==> config.mk <==
export PLATFORM = sky130hd
export DESIGN_NAME = cnna_mac_acc_stream
export DESIGN_NICKNAME = d
export VERILOG_FILES = /design/src/rtl/cnna_mac_pkg.sv /design/src/rtl/cnna_mac_mul_reg.sv /design/src/rtl/cnna_mac_acc_stream.sv
export SDC_FILE = /design/constraint.sdc
export NUM_CORES = 1
export LEC_CHECK = 0
export CAP_MARGIN = 20
export CORE_ASPECT_RATIO = 1.75
export CORE_MARGIN = 5
export CORE_UTILIZATION = 49
export DETAILED_ROUTE_END_ITERATION = 8
export MAX_ROUTING_LAYER = met4
export PLACE_DENSITY = 0.8
export SYNTH_ARGS = -nofsm -noshare
export SYNTH_HDL_FRONTEND = slang
export SYNTH_SLANG_ARGS = --single-unit
export TNS_END_PERCENT = 20
==> constraint.sdc <==
create_clock -name ap_clk -period 6.7 [get_ports ap_clk]
set_clock_uncertainty 0.1 [all_clocks]
set_input_delay 0.67 -clock ap_clk [delete_from_list [all_inputs] [get_ports ap_clk]]
set_output_delay 0.67 -clock ap_clk [all_outputs]
set_load 0.02 [all_outputs]
==> src/rtl/cnna_mac_pkg.sv <==
// cnna_mac_pkg: shared constants for the MAC accumulate stream.
//   A_W, B_W  : unsigned operand widths from the upstream multiplier
//   P_W       : full product width (A_W + B_W)
//   ACC_W     : default accumulator / result width
//   CNT_W     : default term-counter width
//   min_acc_w : smallest accumulator width that cannot overflow for n terms
package cnna_mac_pkg;

  localparam int unsigned A_W   = 10;
  localparam int unsigned B_W   = 16;
  localparam int unsigned P_W   = A_W + B_W;
  localparam int unsigned ACC_W = 34;
  localparam int unsigned CNT_W = 16;

  // Each term is below 2^P_W, so n terms fit in P_W + ceil(log2(n)) bits.
  function automatic int unsigned min_acc_w(input int unsigned n_terms);
    int unsigned bits;
    bits = 0;
    for (int unsigned i = 0; i < 32; i++) begin
      if ((64'd1 << i) < 64'(n_terms)) bits = i + 1;
    end
    return P_W + bits;
  endfunction

endpackage

==> src/rtl/cnna_mac_mul_reg.sv <==
// cnna_mac_mul_reg: registered unsigned multiplier (stage S1).
//   clk, rst : clock, synchronous active-high reset
//   load     : capture a*b and last this cycle
//   drop     : stage contents consumed downstream this cycle
//   a, b     : unsigned operands
//   last     : end-of-group marker travelling with the product
//   valid    : stage holds a product
//   p        : registered full-width product
//   p_last   : registered end-of-group marker
module cnna_mac_mul_reg #(
  parameter int unsigned A_W = 10,
  parameter int unsigned B_W = 16,
  parameter int unsigned P_W = 26
) (
  input  logic           clk,
  input  logic           rst,
  input  logic           load,
  input  logic           drop,
  input  logic [A_W-1:0] a,
  input  logic [B_W-1:0] b,
  input  logic           last,
  output logic           valid,
  output logic [P_W-1:0] p,
  output logic           p_last
);

  always_ff @(posedge clk) begin
    if (rst) begin
      valid  <= 1'b0;
      p      <= '0;
      p_last <= 1'b0;
    end else if (load) begin
      valid  <= 1'b1;
      p      <= P_W'(a) * P_W'(b);
      p_last <= last;
    end else if (drop) begin
      valid  <= 1'b0;
    end
  end

endmodule

==> src/rtl/cnna_mac_acc_stream.sv <==
// cnna_mac_acc_stream: streaming multiply-accumulate, one result per group.
//   ap_clk, ap_rst      : clock, synchronous active-high reset
//   in_valid/in_ready   : input beat handshake
//   in_a, in_b, in_last : operands and end-of-group flag
//   out_valid/out_ready : result handshake, result held under backpressure
//   out_sum             : group sum modulo 2^ACC_W
//   out_cnt             : group term count modulo 2^CNT_W
//   out_ovf             : a carry out of ACC_W occurred within the group
module cnna_mac_acc_stream #(
  parameter int unsigned A_W   = cnna_mac_pkg::A_W,
  parameter int unsigned B_W   = cnna_mac_pkg::B_W,
  parameter int unsigned P_W   = cnna_mac_pkg::P_W,
  parameter int unsigned ACC_W = cnna_mac_pkg::ACC_W,
  parameter int unsigned CNT_W = cnna_mac_pkg::CNT_W
) (
  input  logic             ap_clk,
  input  logic             ap_rst,
  input  logic             in_valid,
  output logic             in_ready,
  input  logic [A_W-1:0]   in_a,
  input  logic [B_W-1:0]   in_b,
  input  logic             in_last,
  output logic             out_valid,
  input  logic             out_ready,
  output logic [ACC_W-1:0] out_sum,
  output logic [CNT_W-1:0] out_cnt,
  output logic             out_ovf
);

  import cnna_mac_pkg::*;

  logic             s1_valid;
  logic             last1;
  logic [P_W-1:0]   p1;
  logic             s1_consume;
  logic             accept;

  logic [ACC_W-1:0] acc;
  logic [CNT_W-1:0] cnt;
  logic             ovf;

  logic [ACC_W:0]   sum_ext;
  logic [CNT_W-1:0] cnt_n;
  logic             ovf_n;

  // Only a group's last beat needs the output register, so only it can stall.
  assign s1_consume = s1_valid && (!last1 || !out_valid || out_ready);
  assign in_ready   = !ap_rst && (!s1_valid || s1_consume);
  assign accept     = in_valid && in_ready;

  cnna_mac_mul_reg #(
    .A_W (A_W),
    .B_W (B_W),
    .P_W (P_W)
  ) u_mul (
    .clk    (ap_clk),
    .rst    (ap_rst),
    .load   (accept),
    .drop   (s1_consume),
    .a      (in_a),
    .b      (in_b),
    .last   (in_last),
    .valid  (s1_valid),
    .p      (p1),
    .p_last (last1)
  );

  always_comb begin
    sum_ext = {1'b0, acc} + (ACC_W + 1)'(p1);
    cnt_n   = cnt + CNT_W'(1);
    ovf_n   = ovf | sum_ext[ACC_W];
  end

  // A last beat reloads the output even while the old result is being taken,
  // so back-to-back results leave no bubble on out_valid.
  always_ff @(posedge ap_clk) begin
    if (ap_rst) begin
      acc       <= '0;
      cnt       <= '0;
      ovf       <= 1'b0;
      out_valid <= 1'b0;
      out_sum   <= '0;
      out_cnt   <= '0;
      out_ovf   <= 1'b0;
    end else if (s1_consume && last1) begin
      out_sum   <= sum_ext[ACC_W-1:0];
      out_cnt   <= cnt_n;
      out_ovf   <= ovf_n;
      out_valid <= 1'b1;
      acc       <= '0;
      cnt       <= '0;
      ovf       <= 1'b0;
    end else begin
      if (out_valid && out_ready) out_valid <= 1'b0;
      if (s1_consume) begin
        acc <= sum_ext[ACC_W-1:0];
        cnt <= cnt_n;
        ovf <= ovf_n;
      end
    end
  end

endmodule

==> impl_results.md, run 1 <==
- Post-synth top cells: nand2_1 (199), dfxtp_1 (131), inv_1 (122)
- R2R setup slack: 3570 ps
- Ys Warns: 0
- Area growth syn-to-layout: 13.9%
- Max rail drop VDD: 0.212 mV
- Tcrit/Tclk final: 91.5%
- CTS clk-pin slew, worst paths: ~60 ps
- Most used DFF post-synth: dfxtp_1
- I/O pin count: 84
- CP Capture Type: flip-flop
- Slack of the critical path: approximately 570 ps
- Die outline height: about 210 um
- DR iter-0 viols: between 400 and 500
- Synth Area per Inst: ~8.4 um2
- Most Frequent Cell on Critical Path: fa_1
- Root Driver: clkbuf_16
- Post-synth EDFFs: 0
- Slowest CP cell: clkdlybuf4s50_1
- RSZ-0062 raised after global routing: no
- Clock sink count: roughly 130
- Via count: a little under 10000
- Seq cells post-synth: 131
- Crit start category: primary input
- Avg WL per Cell: 15.7 um
- Total track usage: between 20% and 30%
- DRC: 0
- Endpoints failing hold: 0
- Core Area: between 0.02 and 0.025 mm2
- Post-CTS Hold Fix Bufs: 0
- Global-route wire length before repair: 47200 um
- Crit path time final: approximately 6000 ps
- Worst Path Required: a little under 7000 ps
- Remaining Overflow, GRT: 0
- Sequential Area: between 0.002 and 0.003 mm2
- Hold crit path type: flip-flop to flip-flop
- Top cell family by delay on the critical path: adder cells
- Pre-CTS setup slack: ~160 ps
- Die area: approximately 0.027 mm2
- Post CTS Setup Buffer Count: 0
- Longest Clk Path Bufs: 2
- H-tree depth: 4
- N_diodes: 0
- # fillers: between 2000 and 2500
- Post-CTS sizing: 0
- Clk_lat worst skew: 420 ps
- Via/cell ratio: around 5.5
- Cell Rows: 75
- Effective utilization at floorplan: slightly below 50%
- Pre-antenna DRT Iters: 5
- Final setup fails: 0
- Syn Nets: between 1500 and 2000
- Synth Cell Area: around 0.012 mm2
- MaxCap Viol Count: 0
- Slew @ Worst Pin: 714 ps
- CP max FO: 16
- CTS tree: yes
- Power density cells: between 300 and 400 mW/mm2
- Vias in the first global route: slightly above 10000
- DP HPWL: 21600 um
- Largest net degree at the start of global routing: 75
- Max incr delay on CP: 720 ps
- Status: completed
- CTS Buf Count: 17
- Remaining antenna violation count: 0
- Share of cells above drive strength 1: roughly 6.4%
- # nets final: between 1500 and 2000
- Placer Congestion: 0.924
- Top cell type's share of synthesized area: roughly 22%
- Die width: about 130 um
- Cell Chain, Critical Path: clkdlybuf4s50_1, and2_1, fa_1, inv_1, fa_1, fa_1, fa_1, inv_1, ha_1, ha_1, a21o_1, a21oi_1, o21ai_0, a2111oi_1, buf_4, nor2_1, a31oi_1, xor2_1, o21ai_0
- Multi-input gate area: about 0.0083 mm2
- Sequential-to-total area share from yosys stat: 22.3%
- PortBufs: 83
- Arrival time worst endpoint: approximately 6300 ps
- Initial antenna violation count: 0
- Crit Path Category: primary input to flip-flop
- Post-Route WL: approximately 28000 um
- Fmax achieved: about 160 MHz
- Rel. slew slack: between 50% and 60%
- Most numerous cell in the Yosys netlist: nand2_1
- Static Leak: 5.84 nW
- Fin Setup TNS: 0 ps
- Fin. max-slew vios: 0
- Synth area leader: dfxtp_1
- Syn Inst Count: ~1400
- Synth area leaders: dfxtp_1 (22%), fa_1 (19%), ha_1 (9.4%)
- Ys async rst share: 0%
- Post-synth cell types: between 70 and 80
- WP buf/inv: 4
[report_power, final]
group / switching [W] / internal [W]
clock: 0.000389 / 0.000527
combinational: 0.00157 / 0.00116
sequential: 0.0000429 / 0.000856
total: 0.00200 / 0.00254
[placed cells by master, fill, tap and decap left out, types with 3 or more instances in the layout]
| master | netlist | layout |
|---|---|---|
| a211oi_1 | 25 | 25 |
| a21o_1 | 20 | 20 |
| o21ai_0 | 50 | 50 |
| a21oi_1 | 92 | 92 |
| o211ai_1 | 5 | 5 |
| o21bai_1 | 3 | 3 |
| nand2b_1 | 9 | 9 |
| nor2b_1 | 6 | 6 |
| a41oi_1 | 3 | 3 |
| mux2i_1 | 5 | 5 |
| clkinv_4 | 0 | 3 |
| nor3_1 | 10 | 10 |
| o31ai_1 | 7 | 7 |
| or3_1 | 16 | 16 |
| nor2_1 | 80 | 79 |
| and3_1 | 11 | 11 |
| inv_8 | 0 | 3 |
| clkdlybuf4s50_1 | 0 | 82 |
| buf_4 | 2 | 28 |
| or2_2 | 3 | 3 |
| xor2_1 | 32 | 32 |
| clkbuf_16 | 0 | 17 |
| inv_6 | 0 | 5 |
| nand2_1 | 199 | 199 |
| xnor2_1 | 34 | 34 |
| fa_1 | 111 | 111 |
| a31oi_1 | 20 | 20 |
| nand3_1 | 57 | 56 |
| or4_1 | 3 | 3 |
| ha_1 | 88 | 88 |
| a31o_2 | 4 | 4 |
| inv_1 | 122 | 122 |
| and2_1 | 94 | 94 |
| dfxtp_1 | 131 | 131 |
| o21a_1 | 8 | 8 |
| nand4_1 | 9 | 9 |
| o21ai_1 | 4 | 4 |
[state kept, by name (all words and copies together) (netlist names)]
register	flops
out_ovf	1
cnt	16
acc	34
out_valid	1
out_cnt	16
ovf	1
u_mul.p	26
u_mul.p_last	1
u_mul.valid	1
out_sum	34
[path summary, 6_finish.rpt]
kind	startpoint	to	cells after the start
setup / recovery	in_a[7]	u_mul.p[23]	19
hold / removal	out_sum[6]	out_sum[6]	2
setup reg to reg	acc[0]	acc[28]	11
hold reg to reg	out_sum[6]	out_sum[6]	2
[area by class of cell]
class                      count  share of cell area, %
timing repair buffer         111                   7.73
tap                          308                   2.88
sequential                   131                   19.6
multi-input combinational   1060                   62.0
clock buffer                  17                   3.17
clock inverter                15                   1.23
inverter                     122                   3.42
[worst reg2reg max path, stage by stage (launching register included)]
cell and delay, ps:
dfxtp_1 330, ha_1 170, inv_1 50, fa_1 400, nand2b_1 180, a21oi_1 370, o211ai_2 220, a21oi_4 270
o2111ai_4 190, a31oi_2 410, a211oi_1 130, a31o_1 210
[layer usage]
| metal | up-vias | part of all wire (%) | GRT usage, % |
|---|---|---|---|
| met5 | - | 0 | - |
| met4 | 0 | 3.1 | 8.73 |
| met3 | 65 | 3.8 | 2.53 |
| met2 | 230 | 55 | 39.8 |
| met1 | 4712 | 38 | 22.4 |
| li1 | 4754 | - | - |
[cell families after synthesis]
kind of cell	count (synthesis)	synth area share, %
fa+ha+maj	199	28.3
simple gates	508	20.8
buf+inv	201	7.18
xor+xnor	66	4.91
mux	5	0.426
compound gates	282	16.1
flops	131	22.3
[stage by stage]
stage	instance area, um2	utilization, %	total power (W)	std cells	hold slack [ps]
finish	13400	56.2	0.00454	1764	356
detailed placement	12800	53.7	0.00362	1732	347
CTS	13400	56.2	0.00456	1764	356
global route	13400	56.2	0.00499	1764	374
floorplan	11800	-	0.00298	1392	329
global placement	12800	53.7	0.00354	1732	343
Power figures use the tool's default switching activity.
==> run 2: changes to the inputs <==
--- a/config.mk
+++ b/config.mk
@@ -5,6 +5,7 @@
 export SDC_FILE = /design/constraint.sdc
 export NUM_CORES = 1
 export LEC_CHECK = 0
+export ABC_AREA = 0
 export CAP_MARGIN = 20
 export CORE_ASPECT_RATIO = 1.75
 export CORE_MARGIN = 5
==> results of run 2 <==
No change in the layout: final DEF, timing and power equal those of run 1.
==> run 3: changes to the inputs <==
--- a/config.mk
+++ b/config.mk
@@ -12,7 +12,8 @@
 export CORE_UTILIZATION = 49
 export DETAILED_ROUTE_END_ITERATION = 8
 export MAX_ROUTING_LAYER = met4
-export PLACE_DENSITY = 0.8
+export PLACE_DENSITY = 0.83
+export SETUP_SLACK_MARGIN = 0.5
 export SYNTH_ARGS = -nofsm -noshare
 export SYNTH_HDL_FRONTEND = slang
 export SYNTH_SLANG_ARGS = --single-unit
==> constraint.sdc (replaced) <==
create_clock -name ap_clk -period 5.1 [get_ports ap_clk]
set_clock_uncertainty 0.1 [all_clocks]
set_input_delay 0.51 -clock ap_clk [delete_from_list [all_inputs] [get_ports ap_clk]]
set_output_delay 0.51 -clock ap_clk [all_outputs]
set_load 0.02 [all_outputs]
==> impl_results.md, run 3 (synthesis results as in run 1) <==
- CP max FO: 5 (-11)
- Global-route wire length before repair: 53000 um (+12%)
- Most frequent cells in the layout: nand2_1 (186), dfxtp_1 (131), inv_1 (115), buf_4 (106), fa_1 (104)
- N_diodes: 0 (unchanged)
- Final instance area: 0.0150 mm2 (+12%)
- Static Leak: 6.56 nW (+12%)
- Vias in the first global route: 11100 (+11%)
- Placed insts: 1800 (+3.9%)
- Hold crit path type: flip-flop to flip-flop
- # fillers: 1855 (-14%)
- Post-CTS Hold Fix Bufs: 0 (unchanged)
- Slack of the critical path: 26.7 ps (-545 ps)
- Final setup fails: 0 (unchanged)
- Worst Setup EP: u_mul.p[24]
- Initial antenna violation count: 0 (unchanged)
- Clock sink count: 131 (unchanged)
- Longest Clk Path Bufs: 3 (+1)
- DP Area: 0.0135 mm2 (+5.7%)
- Most common cell after layout, fill and taps aside: nand2_1
- Cell Rows: 75 (unchanged)
- CTS clk-pin slew, worst paths: 60 ps (about the same)
- Non-filler instance count after layout: 1868 (+5.9%)
- CP startpoint: in_a[2]
- R2R Path Start: u_mul.p[0]
- Effective utilization at floorplan: 49.3% (unchanged)
- Fmax achieved: between 150 and 200 MHz
- Area growth syn-to-layout: 27.3%
- Via/cell ratio: 5.72 (+3.4%)
- I/O pin count: 84 (unchanged)
- DP HPWL: 22300 um (+3.2%)
- Tcrit/Tclk final: between 90 and 100%
- Die width: 127 um (unchanged)
- Slew @ Worst Pin: 792 ps (+77.4 ps)
- Worst r2r dst: acc[28]
- DRC: 0 (unchanged)
- Largest net degree at the start of global routing: 74 (-1.3%)
- Largest regs: acc x34, out_sum x34, u_mul.p x26
- Worst Path Required: 5310 ps (-1580 ps)
- Share of cells above drive strength 1: 20.4% (+14 points)
- Power density cells: 529 mW/mm2 (+56%)
- Avg WL per Cell: 17.7 um (+13%)
- MaxCap Viol Count: 0 (unchanged)
- H-tree depth: 4 (unchanged)
- Post-Route WL: 33000 um (+20%)
- Die outline height: 215 um (unchanged)
- Fin. max-slew vios: 0 (unchanged)
- Placer Congestion: 0.926 (+0.19%)
- Pre-antenna DRT Iters: 5 (unchanged)
- Crit path time final: just over 5000 ps
- Finished Core Util: 62.8% (+6.6 points)
- Remaining antenna violation count: 0 (unchanged)
- RSZ-0062 raised after global routing: yes
- CTS tree: yes
- # nets final: 1786 (+6.8%)
- CTS Buf Count: 25 (+8)
- Clk_lat worst skew: 460 ps (+40 ps)
- Remaining Overflow, GRT: 0 (unchanged)
- Rel. slew slack: 47.1% (-5.3 points)
- Total track usage: 24.1% (+2.8 points)
- Crit start category: primary input
- Final hold slack: 353 ps (-2.80 ps)
- PortBufs: 83 (unchanged)
- Core Area: 0.0238 mm2 (unchanged)
- Via count: 10700 (+9.4%)
- CP Capture Type: flip-flop
- Crit Path Category: primary input to flip-flop
- Root Driver: clkbuf_16
- Endpoints failing hold: 0 (unchanged)
- Pre-CTS setup slack: -866 ps (-1030 ps)
- Status: completed
- R2R setup slack: 1940 ps (-1630 ps)
- Arrival time worst endpoint: 5280 ps (-1040 ps)
- Max rail drop VDD: 0.389 mV (+84%)
- DR iter-0 viols: 595 (+24%)
- Die area: 0.0273 mm2 (unchanged)
- Worst R2R Path Depth: 11 (unchanged)
==> run 3: changes by cell type in the layout (fill, tap and decap cells not counted), sizes merged <==
cell	previous run	this run
clkbuf	17	29
dlygate4sd2	0	3
buf	29	152
inv	130	122
bufbuf	0	1
clkinv	4	3
bufinv	1	0
clkdlybuf4s50	82	57
clkdlybuf4s15	0	2
clkinvlp	2	0
==> run 3: area by class of cell <==
type                       count  area [um2]  share of cell area, %
clock inverter                 3        15.0                  0.100
timing repair buffer         216        2020                   13.5
clock buffer                  28         667                   4.46
multi-input combinational   1060        8800                   58.8
inverter                     122         458                   3.06
sequential                   131        2620                   17.5
tap                          308         385                   2.57
==> run 3: power breakdown <==
part | leakage [nW] | total (W) | internal, W | switching [W]
Combinational | 5.16 | 0.00538 | 0.00256 | 0.00282
Clock | 0.341 | 0.00136 | 0.000908 | 0.000457
Sequential | 1.06 | 0.00118 | 0.00113 | 0.0000559
==> run 3: what timing repair did <==
action,in CTS,in global routing
resized for setup,152,54
hold endpoints to repair,0,0
buffers inserted,27,2
endpoints found under the setup margin,18,16
pin swaps,52,38
gates cloned,8,0
==> run 3: per-layer routing <==
metal	global-route usage (%)	vias up	wire length, um
li1	-	4972	-
met1	23.7	5199	11600
met2	45.0	360	18100
met3	2.56	152	1340
met4	13.9	0	2020
met5	-	-	0
==> run 3: worst min-delay path by stage <==
| stage | slack, ps | from | cells past startpoint | endpoint |
|---|---|---|---|---|
| detailed placement | 350 | out_sum[8] | 2 | out_sum[8] |
| global placement | 340 | out_sum[10] | 2 | out_sum[10] |
| CTS | 350 | out_sum[8] | 2 | out_sum[8] |
| finish | 350 | out_sum[8] | 2 | out_sum[8] |
| global route | 370 | out_sum[2] | 2 | out_sum[2] |
| floorplan | 330 | acc[16] | 2 | acc[16] |
==> run 3: through the flow <==
| step | total power [W] | setup TNS (ps) |
|---|---|---|
| CTS | 0.00738 | 0 |
| global placement | 0.00535 | -8820 |
| floorplan | 0.00425 | -13.0 |
| detailed placement | 0.00549 | -10100 |
| global route | 0.00848 | -1050 |
| finish | 0.00793 | 0 |
==> run 3: worst max-delay path, cell delays in order <==
cell	delay, ps
buf_4	120
bufbuf_16	260
nand2_1	60
fa_1	510
inv_1	50
fa_1	470
fa_1	500
fa_1	490
inv_1	50
fa_1	480
inv_1	60
ha_2	300
o21a_1	200
o21ai_0	180
nand2b_1	140
o211ai_1	120
buf_4	180
a31oi_4	90
a221oi_2	270
xor2_1	170
o21ai_1	70
